**src/rtl/pipe_cla_pkg.sv**
```systemverilog
// Shared constants and helpers for the pipelined carry-lookahead adder.
// GROUP_W is the lookahead group width; num_stages() gives the pipeline depth.
package pipe_cla_pkg;

  // Width of one carry-lookahead group in bits.
  localparam int GROUP_W = 4;

  // Number of pipeline stages for a given operand width and groups per stage.
  function automatic int num_stages(input int width, input int gps);
    return width / (GROUP_W * gps);
  endfunction

  // Number of operand bits a stage still has to hand on after resolving its
  // own groups (stage index k, counting from 0).
  function automatic int rem_bits(input int width, input int gps, input int k);
    return width - (k + 1) * GROUP_W * gps;
  endfunction

endpackage

```
**src/rtl/cla_group4.sv**
```systemverilog
// 4-bit carry-lookahead group, purely combinational.
// Every internal carry is a two-level sum of products of the per-bit
// generate/propagate terms and the group carry-in; nothing ripples.
module cla_group4 (
  input  logic [3:0] a,
  input  logic [3:0] b,
  input  logic       ci,
  output logic [3:0] s,
  output logic       co,
  output logic       gg,
  output logic       gp
);

  logic [3:0] g;
  logic [3:0] p;
  logic [3:0] c;

  // Per-bit generate/propagate, flat lookahead carries, group terms and sum.
  always_comb begin
    g    = a & b;
    p    = a ^ b;
    c[0] = ci;
    c[1] = g[0] | (p[0] & ci);
    c[2] = g[1] | (p[1] & g[0]) | (p[1] & p[0] & ci);
    c[3] = g[2] | (p[2] & g[1]) | (p[2] & p[1] & g[0])
         | (p[2] & p[1] & p[0] & ci);
    gg   = g[3] | (p[3] & g[2]) | (p[3] & p[2] & g[1])
         | (p[3] & p[2] & p[1] & g[0]);
    gp   = &p;
    co   = gg | (gp & ci);
    s    = p ^ c;
  end

endmodule

```
**src/rtl/pipe_cla_adder.sv**
```systemverilog
// Pipelined carry-lookahead adder/subtractor.
// Stage k resolves GPS lookahead groups and registers the partial sum, the
// carry into the next stage and the operand bits not yet consumed.  A single
// global stall (result held, downstream not ready) freezes every stage.
// Optional feature: define PIPE_CLA_OVF_EN to add the registered signed
// overflow output ovf.
module pipe_cla_adder
  import pipe_cla_pkg::*;
#(
  parameter int WIDTH = 16,
  parameter int GPS   = 1
) (
  input  logic             clk,
  input  logic             rst,
  input  logic             in_valid,
  output logic             in_ready,
  input  logic [WIDTH-1:0] a,
  input  logic [WIDTH-1:0] b,
  input  logic             cin,
  input  logic             sub,
  output logic             out_valid,
  input  logic             out_ready,
  output logic [WIDTH-1:0] sum,
  output logic             cout
`ifdef PIPE_CLA_OVF_EN
  ,
  output logic             ovf
`endif
);

  localparam int S  = num_stages(WIDTH, GPS);
  localparam int SW = GROUP_W * GPS;

  logic             stall;
  logic             advance;
  logic [WIDTH-1:0] b_eff;
  logic             c_eff;

  // Subtraction is a + ~b + 1; cin only matters for addition.
  assign b_eff    = sub ? ~b : b;
  assign c_eff    = sub ? 1'b1 : cin;
  assign stall    = out_valid & ~out_ready;
  assign advance  = ~stall;
  assign in_ready = advance;

  genvar gi, gj;

  for (gi = 0; gi < S; gi++) begin : g_stage
    localparam int REM_IN   = WIDTH - gi * SW;
    localparam int DONE_OUT = (gi + 1) * SW;

    logic [REM_IN-1:0]   a_in;
    logic [REM_IN-1:0]   b_in;
    logic                c_in;
    logic                v_in;
    logic [SW-1:0]       s_slice;
    logic [DONE_OUT-1:0] sum_cat;
    logic [GPS:0]        c_chain;
    logic [GPS-1:0]      gg_w;
    logic [GPS-1:0]      gp_w;
    logic                gprop_unused;
    logic                v_reg;
    logic                c_reg;
    logic [DONE_OUT-1:0] sum_reg;

    // Stage 0 takes the raw beat; later stages take the previous registers.
    if (gi == 0) begin : g_src
      assign a_in    = a;
      assign b_in    = b_eff;
      assign c_in    = c_eff;
      assign v_in    = in_valid;
      assign sum_cat = s_slice;
    end else begin : g_src
      assign a_in    = g_stage[gi-1].g_fwd.a_reg;
      assign b_in    = g_stage[gi-1].g_fwd.b_reg;
      assign c_in    = g_stage[gi-1].c_reg;
      assign v_in    = g_stage[gi-1].v_reg;
      assign sum_cat = {s_slice, g_stage[gi-1].sum_reg};
    end

    // The groups of one stage are chained through their lookahead carry-out.
    assign c_chain[0] = c_in;
    for (gj = 0; gj < GPS; gj++) begin : g_grp
      cla_group4 u_grp (
        .a  (a_in[gj*GROUP_W +: GROUP_W]),
        .b  (b_in[gj*GROUP_W +: GROUP_W]),
        .ci (c_chain[gj]),
        .s  (s_slice[gj*GROUP_W +: GROUP_W]),
        .co (c_chain[gj+1]),
        .gg (gg_w[gj]),
        .gp (gp_w[gj])
      );
    end

    // Group generate/propagate are already folded into co inside each group.
    assign gprop_unused = ^{gg_w, gp_w};

    // Stage valid, carry and accumulated sum; data only loads for real beats.
    always_ff @(posedge clk or posedge rst) begin
      if (rst) begin
        v_reg   <= 1'b0;
        c_reg   <= 1'b0;
        sum_reg <= '0;
      end else if (advance) begin
        v_reg <= v_in;
        if (v_in) begin
          c_reg   <= c_chain[GPS];
          sum_reg <= sum_cat;
        end
      end
    end

    // Operand bits still needed by later stages travel with the beat.
    if (gi < S - 1) begin : g_fwd
      logic [REM_IN-SW-1:0] a_reg;
      logic [REM_IN-SW-1:0] b_reg;

      // Forward the unconsumed operand bits alongside the partial sum.
      always_ff @(posedge clk or posedge rst) begin
        if (rst) begin
          a_reg <= '0;
          b_reg <= '0;
        end else if (advance && v_in) begin
          a_reg <= a_in[REM_IN-1:SW];
          b_reg <= b_in[REM_IN-1:SW];
        end
      end
    end

`ifdef PIPE_CLA_OVF_EN
    if (gi == S - 1) begin : g_ovf
      logic msb_cin;
      logic ovf_reg;

      // Carry into the MSB recovered from its sum bit: s = a ^ b ^ c.
      assign msb_cin = s_slice[SW-1] ^ a_in[SW-1] ^ b_in[SW-1];

      // Signed overflow, registered in step with the final sum.
      always_ff @(posedge clk or posedge rst) begin
        if (rst) begin
          ovf_reg <= 1'b0;
        end else if (advance && v_in) begin
          ovf_reg <= msb_cin ^ c_chain[GPS];
        end
      end
    end
`endif
  end

  assign out_valid = g_stage[S-1].v_reg;
  assign sum       = g_stage[S-1].sum_reg;
  assign cout      = g_stage[S-1].c_reg;
`ifdef PIPE_CLA_OVF_EN
  assign ovf       = g_stage[S-1].g_ovf.ovf_reg;
`endif

endmodule

```
**config.mk**
```make
export PLATFORM = sky130hd
export DESIGN_NAME = pipe_cla_adder
export DESIGN_NICKNAME = d
export VERILOG_FILES = /design/src/rtl/pipe_cla_pkg.sv /design/src/rtl/cla_group4.sv /design/src/rtl/pipe_cla_adder.sv
export SDC_FILE = /design/constraint.sdc
export NUM_CORES = 1
export LEC_CHECK = 0
export BUFFER_PORTS_ARGS = -buffer_cell sky130_fd_sc_hd__buf_2
export CORE_MARGIN = 2
export CORE_UTILIZATION = 52
export CTS_CLUSTER_DIAMETER = 120
export DETAILED_ROUTE_END_ITERATION = 12
export PLACE_DENSITY_LB_ADDON = 0.25
export SLEW_MARGIN = 5
export SYNTH_ARGS = -nofsm -noshare
export SYNTH_HDL_FRONTEND = slang
export SYNTH_HIERARCHICAL = 1
export SYNTH_SLANG_ARGS = --single-unit
```
**constraint.sdc**
```tcl
create_clock -name clk -period 3.15 [get_ports clk]
set_clock_uncertainty 0.1 [all_clocks]
set_input_delay 0.63 -clock clk [delete_from_list [all_inputs] [get_ports clk]]
set_output_delay 0.63 -clock clk [all_outputs]
set_load 0.02 [all_outputs]
```
==> summary.md <==
| Metric | Value |
|---|---|
| Drt via density | 5.13 |
| Crit path kind | register to output port |
| Hold Vio Cnt, Final | 0 |
| Die Span Y | 97.5 microns |
| DR DRC count | 0 |
| DR pass1 iterations | 4 |
| Synth warn | 6 |
| Gpl congestion | 0.749 |
| First-pass GRT wire length | 12.8 mm |
| DIE AREA | 9510 sq um |
| Crit path max-delay family | flip-flops |
| Peak supply drop | 0.326 mV |
| Port Buffer Count | 56 |
| WP data required | 2.42 ns |
| Critical Path Start | out_valid |
| I/O pin count | 57 |
| MaxCap Viol Count | 0 |
| Syn Std Cell Area | 4550 sq um |
| Fmax | 0.490 GHz |
| # rows | 34 |
| P&R area growth vs syn | 11.1% |
| Overall Power | 5290 uW |
| Min Hold Slack | 0.291 ns |
| Internal power | 3430 uW |
| Routed wire length | 7.53 mm |
| Worst r2r src | out_valid |
| PD cells | 1050 nW/um^2 |
| Switching Fraction | 35.1% |
| Post-CTS Setup Inserts | 0 |
| DR iter-0 viols | 81 |
| Least-Margin Pin Slew | 0.654 ns |
| Critical path fanouts, max | 21 |
| Clk sinks | 96 |
| Final setup violation count | 0 |
| Crit path arrival time | 1.31 ns |
| Bufs and invs on worst path | 1 |
| GRT Util Overall | 16.9% |
| Syn Area/Cell | 14.3 sq um |
| Chip width | 97.5 microns |
| CTS Hold Buffers Added | 0 |
| H-tree levels | 3 |
| HPWL after DPL | 5.14 mm |
| CP Cell Sequence | nand2b_4, buf_2 |
| Clock latency on the worst-skew pair | 0.36 ns |
| Critical path startpoint category | register |
| Fin crit period | 2.04 ns |
| Leakage | 0.00239 uW |
| Vias in the first global route | 2,614 |
| CTS tree | yes |
| Diodes inserted | 0 |
| Outcome | completed |
| Clock slew at reported path FFs | 0.09 ns |
| Global route overflow | 0 |
| Post-route setup slack | 1.11 ns |
| CP max stage cell | dfrtp_1 |
| HP Class | input pin to asynchronous set/reset pin |
| Place WS | 0.868 ns |
| Core ar. | 8590 sq um |
| WL/cell | 15.5 microns |
| Resized Gates After CTS | 0 |
| Fin crit share | 64.8% |
| RSZ-0062 raised after global routing | false |
| Post-Route Setup TNS | 0 ns |
| Initial Util | 52.9% |
| Crit path largest cell delay | 0.44 ns |
| CTS Buffer Depth | 2 |
| Nets | 432 |
| Remaining antenna violation count after routing | 0 |
| Syn Nets | 376 |
| Num CTS Buffers | 9 |
| Vias post-DR | 2,497 |
| Largest net degree at the start of global routing | 97 |
| CP Capture Type | output port |
| Sequential share of power | 40.6% |
| Combinational Power Share | 45.2% |
| Synth Instances | 318 |
| Initial antenna violation count | 0 |
| Slew HR | 56.3% |
| Psw | 1860 uW |
| Slew Limit Fails | 0 |
| Share of total power in the clock network | 14.2% |
| Fraction of layout cells with a size suffix above 1 | 44.3% |
| Clock Tree Root | clkbuf_8 |
## final cells by class
cell class	count	area (sq um)
inverters	23	90.1
fillers	711	3540
multi-input cells	186	1940
clock inverters	6	50.0
repair buffers	58	308
well taps	108	135
clock buffers	10	128
flip-flops and latches	96	2400
## worst paths after layout
kind	slack [ns]	depth (start not counted)	to
hold / removal	0.29	3	sum[15]
hold reg to reg	0.40	1	g_stage[2].sum_reg[5]
max in group asynchronous	2.25	3	g_stage[0].v_reg
min in group clk	0.39	2	g_stage[0].g_fwd.a_reg[4]
setup reg to reg	1.32	3	g_stage[1].sum_reg[7]
setup / recovery	1.11	2	in_ready
## through the flow
| step | instance area, sq um | util (%) | instances |
|---|---|---|---|
| finish | 5050 | 58.8 | 487 |
| global route | 5050 | 58.8 | 487 |
| CTS | 5050 | 58.8 | 487 |
| detailed placement | 4870 | 56.7 | 471 |
| global placement | 4870 | 56.7 | 471 |
| floorplan | 4550 | - | 318 |
## per-layer routing
| metal | vias to the layer above | GRT usage [%] | wire, microns |
|---|---|---|---|
| met5 | - | 0 | 0 |
| li1 | 1215 | - | - |
| met3 | 9 | 3.24 | 227 |
| met2 | 43 | 25.9 | 3440 |
| met4 | 0 | 8.12 | 118 |
| met1 | 1230 | 23.3 | 3750 |
## cells in the final DEF, fill, tap and decap left out, types with 2 or more instances in the layout
master,instances
fa_1,4
a21oi_2,2
clkinvlp_4,3
a21oi_1,30
inv_1,22
o21ai_0,2
xor2_1,8
o21ai_2,4
mux2_4,29
a21o_1,8
mux2_2,51
xnor2_1,20
ha_1,16
clkbuf_8,9
inv_6,4
dfrtp_1,96
buf_2,56
a41oi_2,2
a41oi_1,2
## worst reg2reg max path: stages, from the launching register on
cell and delay (ns):
dfrtp_1 0.43, nand2b_4 0.21, nand2_2 0.57, mux2_2 0.41
## power groups by stage
| stage | combinational [uW] | clock [uW] | sequential, uW |
|---|---|---|---|
| final | 2390 | 751 | 2150 |
| after global routing | 2630 | 817 | 2230 |
| after CTS | 2420 | 773 | 2160 |
| after detailed placement | 2410 | 0 | 2180 |
| after global placement | 2330 | 0 | 2160 |
| after floorplan | 1910 | 0 | 2220 |
(Power assumes the default switching activity.)
